`src/rtl/queen_backtrack_ctrl.sv`:
```
// Backtracking N-queens search controller for an 8x8 board held as one-hot columns.
// Solutions are offered over valid/ready and counted; decoder8to3 recovers row indices.

module decoder8to3 (
  input  logic [7:0] onehot,
  output logic [2:0] idx
);
  always_comb begin
    // NOTE: default assignment first, so every path assigns idx and no latch is inferred.
    idx = 3'd0;
    for (int i = 0; i < 8; i++)
      if (onehot[i]) idx = 3'(i);
  end
endmodule

module queen_backtrack_ctrl #(
  parameter int N             = 8,
  parameter bit STOP_AT_FIRST = 1'b0
) (
  input  logic                 clk,
  input  logic                 rst,
  input  logic                 start,
  input  logic                 sol_ready,
  input  logic [$clog2(N)-1:0] rd_col,
  output logic                 busy,
  output logic                 done,
  output logic                 sol_valid,
  output logic [6:0]           sol_count,
  output logic [N*N-1:0]       board,
  output logic [$clog2(N)-1:0] rd_row
);
  localparam int W = $clog2(N);

  typedef enum logic [2:0] {IDLE, CHECK, BACKTRACK, SOLVED, FINISH} state_t;

  state_t       state;
  logic [W-1:0] c;
  logic [W-1:0] r;
  logic [W-1:0] c_prev;
  logic [W-1:0] row [N];
  logic         conflict;

  for (genvar g = 0; g < N; g++) begin : g_dec
    decoder8to3 u_dec (.onehot(board[N*g +: N]), .idx(row[g]));
  end

  decoder8to3 u_rd (.onehot(board[N*rd_col +: N]), .idx(rd_row));

  assign c_prev = c - W'(1);

  // Only already-placed columns (j < c) can attack the candidate square.
  always_comb begin
    conflict = 1'b0;
    for (int j = 0; j < N; j++) begin
      if (W'(j) < c) begin
        if (row[j] == r) conflict = 1'b1;
        if (((r > row[j]) ? (r - row[j]) : (row[j] - r)) == (c - W'(j))) conflict = 1'b1;
      end
    end
  end

  always_ff @(posedge clk) begin
    // NOTE: all sequential state uses non-blocking assignments; the board is reset too,
    // since an aborted search must never leave a partial placement visible.
    if (rst) begin
      state     <= IDLE;
      board     <= '0;
      c         <= '0;
      r         <= '0;
      busy      <= 1'b0;
      done      <= 1'b0;
      sol_valid <= 1'b0;
      sol_count <= '0;
    end else begin
      done <= 1'b0;
      unique case (state)
        IDLE: begin
          if (start) begin
            board     <= '0;
            sol_count <= '0;
            c         <= '0;
            r         <= '0;
            busy      <= 1'b1;
            state     <= CHECK;
          end
        end
        CHECK: begin
          if (!conflict) begin
            board[N*c +: N] <= N'(1) << r;
            if (c == W'(N-1)) begin
              sol_valid <= 1'b1;
              state     <= SOLVED;
            end else begin
              c <= c + W'(1);
              r <= '0;
            end
          end else if (r != W'(N-1)) begin
            r <= r + W'(1);
          end else begin
            state <= BACKTRACK;
          end
        end
        BACKTRACK: begin
          if (c == '0) begin
            busy  <= 1'b0;
            done  <= 1'b1;
            state <= FINISH;
          end else begin
            // Column c is still empty here; resume the previous column one row lower.
            board[N*c_prev +: N] <= '0;
            c     <= c_prev;
            r     <= row[c_prev] + W'(1);
            state <= (row[c_prev] == W'(N-1)) ? BACKTRACK : CHECK;
          end
        end
        SOLVED: begin
          if (sol_valid && sol_ready) begin
            sol_valid <= 1'b0;
            if (sol_count != '1) sol_count <= sol_count + 7'd1;
            if (STOP_AT_FIRST) begin
              busy  <= 1'b0;
              done  <= 1'b1;
              state <= FINISH;
            end else begin
              board[N*(N-1) +: N] <= '0;
              r     <= row[N-1] + W'(1);
              state <= (row[N-1] == W'(N-1)) ? BACKTRACK : CHECK;
            end
          end
        end
        FINISH:  state <= IDLE;
        default: state <= IDLE;
      endcase
    end
  end
endmodule

```
`config.mk`:
```
export PLATFORM = sky130hd
export DESIGN_NAME = queen_backtrack_ctrl
export DESIGN_NICKNAME = d
export VERILOG_FILES = /design/src/rtl/queen_backtrack_ctrl.sv
export SDC_FILE = /design/constraint.sdc
export NUM_CORES = 1
export LEC_CHECK = 0
export ABC_AREA = 0
export CORE_ASPECT_RATIO = 1.75
export CORE_UTILIZATION = 42
export DETAILED_ROUTE_END_ITERATION = 7
export HOLD_SLACK_MARGIN = 0.02
export PLACE_DENSITY_LB_ADDON = 0.3
export SLEW_MARGIN = 20
export SYNTH_ARGS = -nofsm -noshare
export SYNTH_HDL_FRONTEND = slang
export SYNTH_SLANG_ARGS = --single-unit
```
`constraint.sdc`:
```
create_clock -name clk -period 6.2 [get_ports clk]
set_input_delay 1.24 -clock clk [delete_from_list [all_inputs] [get_ports clk]]
set_output_delay 1.24 -clock clk [all_outputs]
set_load 0.1 [all_outputs]
```
# After elaboration in Yosys (flattened, before gate mapping)
# Cells that the tools add are included.
[word_totals]
regBits = 83
out_inout_bits = 77
wordCells = 255
[classes]
add_sub_neg = 30
n_lt_le_gt_ge = 17
n_eq_ne = 36
shift = 6
muxes = 138
bitwise_logic = 2
reduce_logical = 17
[ops]
columns = ["operator", "n"]
rows = [
  ["two-way mux 64 bit", 3],
  ["two-way mux 3 bit", 61],
  ["case mux 56 bit (3 select lines)", 1],
  ["bitwise mux 64 bit", 2],
  ["variable shift 8 x 34 -> 64 bit, first input constant", 2],
  ["negation 6 -> 34 bit", 2],
  ["variable part select 64 x 7 -> 8 bit", 1],
  ["variable part select 8 x 34 -> 64 bit", 1],
  ["variable part select 8 x 34 -> 64 bit, first input constant", 1],
  ["== test 3 bit", 16],
  ["subtractor 3 bit", 16],
  ["two-way mux 2 bit", 20],
  ["two-way mux 1 bit", 39],
  ["case mux 8 bit (4 select lines)", 1],
  ["> comparator 3 bit", 8],
  ["case mux 3 bit (4 select lines)", 2],
  ["two-way mux 7 bit", 3],
  ["!= test 2 bit, second input constant", 8],
  ["AND reduction 4 bit", 4],
  ["!= test 3 bit, second input constant", 5],
  ["case mux 7 bit (2 select lines)", 1],
  ["adder 3 x 1 -> 3 bit, second input constant", 4],
  ["less-than comparator 3 bit, first input constant", 4],
  ["subtractor 3 bit, second input constant", 4],
  ["other kinds (26)", 37],
]

# Longest topological paths before layout
# Gate-level depths: netlist of run 1.
[logic_depth]
ltp_word = 35
mapped_depth = 19
ltp_nobuf = 17

# By module
# From an unflattened synthesis of run 1, not the netlist that was laid out.
[unflattened]
cells_unflattened = 772
hier_area_um2 = 7006.7
[modules_own_cells]
columns = ["mod", "instances", "cells_per_inst", "area_per_inst_um2", "seq_area_each_um2"]
rows = [
  ["queen_backtrack_ctrl", 1, 682, 6601.3, 1661.6],
  ["decoder8to3", 9, 10, 45.0, 0.0],
]

# Worst setup path after synthesis of run 1
# OpenSTA, ideal clock, no wires.
[synth_path]
path_type = "input to output"
from = "input rd_col[0]"
to = "output rd_row[1]"
arrival_ns = 3.637
required_ns = 4.960
setup_slack_ns = 1.323
cell_stages = 6
n_path_buf = 2
cell_sequence = "clkbuf_1 -> clkbuf_1 -> mux4_2 -> mux2_2 -> a211oi_1 -> nand2_1"
[synth_between]
elab_chain_cells = 7
[synth_rtl]
columns = ["item", "line", "text"]
rows = [
  ["from (decl)", "24", "input logic [$clog2(N)-1:0] rd_col,"],
  ["variable part select 64 x 7 -> 8 bit (*)", "47", "decoder8to3 u_rd (.onehot(board[N*rd_col +: N]), .idx(rd_row));"],
  ["two-way mux 2 bit (2 in series)", "12", "if (onehot[i]) idx = 3'(i);"],
  ["two-way mux 3 bit (3 in series)", "12", ""],
  ["two-way mux 3 bit (*)", "12", ""],
  ["to (decl)", "30", "output logic [$clog2(N)-1:0] rd_row"],
]
# Every way passes the cells marked *; elsewhere a longest branch is shown, timed or not.

# Worst setup path after layout of run 1
[layout_path]
from = "input rd_col[1]"
to = "output rd_row[0]"
[layout_between]
elab_chain_cells = 8
[layout_rtl]
columns = ["item", "line"]
rows = [
  ["variable part select 64 x 7 -> 8 bit (*)", "47"],
  ["two-way mux 1 bit", "12"],
  ["two-way mux 2 bit (2 in series)", "12"],
  ["two-way mux 3 bit (3 in series)", "12"],
  ["two-way mux 3 bit (*)", "12"],
]
# Marked as above.

==> results.toml, run 1 <==
[sta]
worst_pin_slew_ns = 1.15
timing.final.ws_setup_ns = 1.09
maxSlewHeadroom_pct = 22.8
rsz0062_at_grt = "no"
hold_viol = 0
final.setup_skew_ns = 0.0112
fin_crit_sh_pct = 82.4
setup_viol = 0
fmaxAchievable_ghz = 0.196
fin_setup_tns_ns = 0
period_needed_ns = 5.11
maxSlewViolCount = 0

[clock_tree]
clockBufferDepth = 2
cts-hold-fix-buffers = 0
cts_setup_buffers = 0
cts_tree = "built"
clkTransAtPathRegs_ns = 0.07
clock_latency_ns = 0.35
cts.sink_count = 83
root_buffer = "clkbuf_16"
cts_made_buffers = 9
cts_resized = 0
cts_max_level = 3

[synthesis]
synth_top_area_share_pct = 24.5
synth_cell_types = 73
synth_ff_type = "dfxtp_1"
synth_top_area_cell = "dfxtp_1"
synth_seq_cells = 83
syn_inst = 771
synth_warnings = 0
synth_area_um2 = 6780
synth_nets = 858
synthTopCellsByArea = "dfxtp_1 25%, ha_1 12%, mux4_2 6.3%"
yosysSeqAreaShare_pct = 24.5
async_reset_ff_share_pct = 0
synth_area_per_cell_um2 = 8.79
synth_edf_count = 0

[placement]
dp_hpwl_um = 18000
io_buffer_count = 83
dp.cells = 1025
pre_cts_slack_ns = 1.14
dpl-instance-area_um2 = 7820
gp_congestion = 0.978

[die]
core_um2 = 15800
io_pins = 84
rows = 61
die_area_um2 = 16700
dieWidth_um = 98.0
dieHeight_um = 170
initial_utilization_pct = 42.9

[layout]
fillerInstances = 1445
antennaDiodeCount = 0
final_cell_mix = "83 x dfxtp_1, 80 x clkdlybuf4s50_1, 65 x nor2_1"
seqCellArea_um2 = 1660
drive_gt1_share_pct = 9.04
finalNonFillerCells = 1041
final_common_cell = "dfxtp_1"
final_area_um2 = 8120
area_growth_pct = 19.9
fin_nets = 934
multi_input_area_um2 = 4780

[detailed_routing]
vias = 6542
avgRoutedWirePerCell_um = 22.5
via_per_inst = 6.28
firstDrtPassIters = 5
finalWirelength_um = 23500
drt_iter0_drc = 590
drc = 0
drtAntennaViolNets = 0

[hold_path]
min_path_cells = 1
hp-class = "reg -> reg"

[critical_path]
rr_worst_depth = 15
crit_chain = "clkdlybuf4s50_1 > mux4_2 > mux2_2 > o21bai_1 > a21oi_1 > nor2_1 > a211o_1 > buf_4"
crit_path_top_delay_cell = "clkdlybuf4s50_1"
slowest_delay_ns = 0.95
arrival_ns = 3.87
critPathCaptureType = "primary output"
worstSetupStartpointType = "primary input"
reg2reg_slack_ns = 1.28
worstPathRequired_ns = 4.96
crit_type = "in -> out"
worstPathMaxFanout = 13

[global_route]
grt_pass1_vias = 6277
antenna_found_initial = 0
grt_max_degree = 32
grt.total_usage_pct = 28.3
overflow = 0
grt_pass1_wl_um = 35800

[flow_run]
drv_cap = 0

[power]
leakage_nw = 3.03
ir_worst_vdd_mv = 0.167
power.density_nw_per_um2 = 250
p_total_mw = 2.03

[outcome]
status = "complete, no violations"
## final cells by class
class / count / share of cell area (%)
inverter: 55 / 2.54
sequential: 83 / 20.5
timing repair buffer: 97 / 11.4
clock buffer: 9 / 2.77
multi-input combinational: 601 / 58.9
clock inverter: 7 / 1.00
tap: 189 / 2.91
## metal layers
metal / global-route usage, % / wire (um) / vias up / share of wire (%)
li1: - / - / 3028 / -
met1: 31.2 / 8890 / 3154 / 38
met2: 50.5 / 11900 / 274 / 51
met3: 3.04 / 1120 / 86 / 4.8
met4: 19.6 / 1590 / 0 / 6.8
met5: 0 / 0 / - / 0
## worst max-delay path, delay by kind of cell
family / cells / cell delay (ns)
compound gates: 3 / 0.53
buf+inv: 2 / 1.18
mux: 2 / 0.86
simple gates: 1 / 0.05
## power breakdown
| group | leakage [nW] | internal [mW] | switching, mW |
|---|---|---|---|
| logic | 2.22 | 0.320 | 0.588 |
| registers | 0.670 | 0.546 | 0.0283 |
| clock network | 0.149 | 0.286 | 0.262 |
| total | 3.03 | 1.15 | 0.878 |
## sequential cells by signal, summed over array words and instances (netlist names)
signal,cells
board,64
sol_count,7
c,3
r,3
state,3
busy,1
done,1
sol_valid,1
## cells in the mapped netlist, types with 4 or more instances
library cell	n
a211oi_1	6
a21oi_1	51
a21oi_2	5
a22o_1	25
a311oi_1	4
a31oi_1	9
a32o_1	25
and2_1	9
and3_1	9
buf_1	7
clkbuf_1	21
dfxtp_1	83
fa_1	16
ha_1	64
inv_1	50
inv_2	5
mux2_2	5
mux2i_1	14
mux4_2	19
nand2_1	48
nand2b_1	8
nand3_1	19
nand4_1	6
nor2_1	65
nor2b_1	18
nor3_1	15
nor4_1	12
o211ai_1	9
o21ai_0	17
o21ai_1	11
o2bb2ai_1	7
o31ai_1	15
o32ai_1	7
or3_1	5
xnor2_1	13
xor2_1	11
## cells by family (layout without fill, tap and decap cells)
kind of cell,after synthesis,count (layout),synth area share [%]
AO/OA/AOI/OAI,226,226,24.4
AND/OR/NAND/NOR,232,232,17.0
buffers and inverters,87,168,4.99
multiplexers,39,39,9.43
adder cells (fa/ha/maj),80,80,16.5
XOR/XNOR,24,24,3.10
flip-flops,83,83,24.5
## stage by stage
stage	hold WS, ns	utilization [%]
after floorplan	0.613	-
after global placement	0.459	49.5
after detailed placement	0.450	49.5
after CTS	0.473	51.4
after global routing	0.493	51.4
final	0.469	51.4
## path summary, 6_finish.rpt
| check | from | to |
|---|---|---|
| max | rd_col[1] | rd_row[0] |
| min | board[32] | board[32] |
| max reg2reg | board[59] | board[9] |
| min reg2reg | board[32] | board[32] |
(Power assumes the default switching activity.)
==> inputs of run 2 (changes only) <==
- clock period: 6.2 -> 4.1 ns (I/O delays scaled with it)
==> run 2 against run 1 <==
First-iteration DRC count decreased by 6.9%. Via count up 5.1%. Critical path depth is 9 higher. Largest cell class unchanged. Die area unchanged. Sequential power grew 48%. Cell count grew 6.6%. Critical path type is now reg -> reg. Cell area is 9.1% higher. Sequential share of layout area down 1.2 points. Clock-buffer cell count stayed put. Power grew 63%. Setup slack worse by 0.98 ns. Largest power group unchanged.
==> results.toml, run 2 (synthesis gave the netlist of run 1 again) <==
[critical_path]
arrival_ns = 4.23
worstPathMaxFanout = 10
crit_type = "reg -> reg"
critPathCaptureType = "flop"
worstPathRequired_ns = 4.34
r2r-end = "state[0]"
r2r-start = "board[10]"
rr_worst_depth = 17
worstSetupStartpointType = "flop"
reg2reg_slack_ns = 0.11

[clock_tree]
cts_made_buffers = 9
cts.sink_count = 83
root_buffer = "clkbuf_16"
clkTransAtPathRegs_ns = 0.07
clockBufferDepth = 2
cts_tree = "built"
cts_max_level = 3
clock_latency_ns = 0.35

[global_route]
grt_pass1_wl_um = 38100
overflow = 0
grt_max_degree = 32
antenna_found_initial = 0
grt_pass1_vias = 6761
grt.total_usage_pct = 30.0

[sta]
fin_crit_sh_pct = 97.3
maxSlewViolCount = 0
final.setup_skew_ns = 0.0150
maxSlewHeadroom_pct = 32.9
worst_pin_slew_ns = 0.998
timing.hold.ws_ns = 0.479
period_needed_ns = 3.99
setup_viol = 0
fmaxAchievable_ghz = 0.251
hold_viol = 0
timing.final.ws_setup_ns = 0.112
rsz0062_at_grt = "yes"

[detailed_routing]
drtAntennaViolNets = 0
finalWirelength_um = 24800
firstDrtPassIters = 5
drc = 0
vias = 6878
drt_iter0_drc = 549
avgRoutedWirePerCell_um = 22.4
via_per_inst = 6.20

[die]
rows = 61
dieWidth_um = 98.0
die_area_um2 = 16700
io_pins = 84
core_um2 = 15800
initial_utilization_pct = 42.9
dieHeight_um = 170

[hold_path]
hp-class = "reg -> reg"
min_from = "board[32]"
min_path_cells = 1
holdPathEnd = "board[32]"

[placement]
pre_cts_slack_ns = -0.163
gp_congestion = 0.926
dp_hpwl_um = 19400
io_buffer_count = 83

[outcome]
status = "complete, no violations"

[layout]
seqCellArea_um2 = 1710
largest-register = "board"
top_regs = "board: 64 flops, sol_count: 7 flops"
antennaDiodeCount = 0
area_growth_pct = 30.7
final_cell_mix = "81 x buf_4, 80 x clkdlybuf4s50_1, 63 x nor2_1"
fin_nets = 1003
largest_register_ffs = 64
multi_input_area_um2 = 4880
final_common_cell = "buf_4"
fillerInstances = 1424
drive_gt1_share_pct = 21.1

[power]
p_total_mw = 3.31
leakage_nw = 3.47
clkPwrFrac_pct = 27.5
power.density_nw_per_um2 = 374
internal-power_mw = 1.96
ir_worst_vdd_mv = 0.416
p_switching_mw = 1.35
p_seq_share_pct = 25.7
combPwrFrac_pct = 46.8
p_sw_share_pct = 40.9

[flow_run]
drv_cap = 0
[run 2: layout make-up]
| type | instances | area share (%) |
|---|---|---|
| clock inverters | 7 | 1.17 |
| clock buffers | 9 | 2.54 |
| inverters | 55 | 2.33 |
| repair buffers | 166 | 16.9 |
| multi-input cells | 601 | 55.1 |
| flip-flops and latches | 83 | 19.3 |
| well taps | 189 | 2.67 |
[run 2: timing repair]
| action | 4_1_cts | 5_1_grt |
|---|---|---|
| hold buffers | 0 | 0 |
| setup buffers | 1 | 2 |
| pin swaps | 1 | 4 |
| setup endpoints to repair | 40 | 47 |
| resized for setup | 7 | 15 |
[run 2: per-layer routing]
layer / up-vias / share of wire [%] / GRT usage, %
met1: 3282 / 35 / 30.9
met5: - / 0 / 0
met2: 308 / 51 / 53.6
met4: 0 / 8.9 / 24.6
met3: 125 / 4.7 / 4.31
li1: 3163 / - / -
[run 2: through the flow]
stage	setup TNS, ns	utilization [%]	cells	area [um^2]
after floorplan	0	-	771	6820
after detailed placement	-3.14	53.1	1091	8400
after global placement	-0.517	53.1	1091	8400
after CTS	0	55.5	1108	8770
final	0	56.1	1110	8860
after global routing	-0.0854	56.1	1110	8860
[run 2: power by group through the flow]
stage / Combinational (mW) / Clock, mW / Sequential, mW
floorplan: 0.966 / 0 / 0.914
global placement: 1.43 / 0 / 0.868
detailed placement: 1.45 / 0 / 0.869
CTS: 1.48 / 0.919 / 0.850
global route: 1.68 / 0.946 / 0.853
finish: 1.55 / 0.910 / 0.851
[run 2: worst max path at each step]
stage,start,endpoint,slack (ns),cells after the start
after floorplan,board[30],r[1],0.004,13
after global placement,board[50],board[52],-0.05,15
after detailed placement,board[10],board[51],-0.16,17
after CTS,board[10],r[1],0.03,19
after global routing,board[34],r[1],-0.05,16
final,board[10],state[0],0.11,17
[run 2: critical path: stages, from the launching register on]
cell and delay [ns]:
dfxtp_4 0.35, inv_1 0.08, a21oi_2 0.06, o21bai_1 0.20
a21oi_2 0.10, ha_1 0.21, fa_1 0.52, or4b_1 0.45
nand4_1 0.11, xor2_1 0.08, or4_4 0.42, o311ai_2 0.11
nor4_2 0.08, buf_4 0.16, buf_6 0.14, nand2_1 0.21
a21oi_1 0.18, o41a_1 0.43
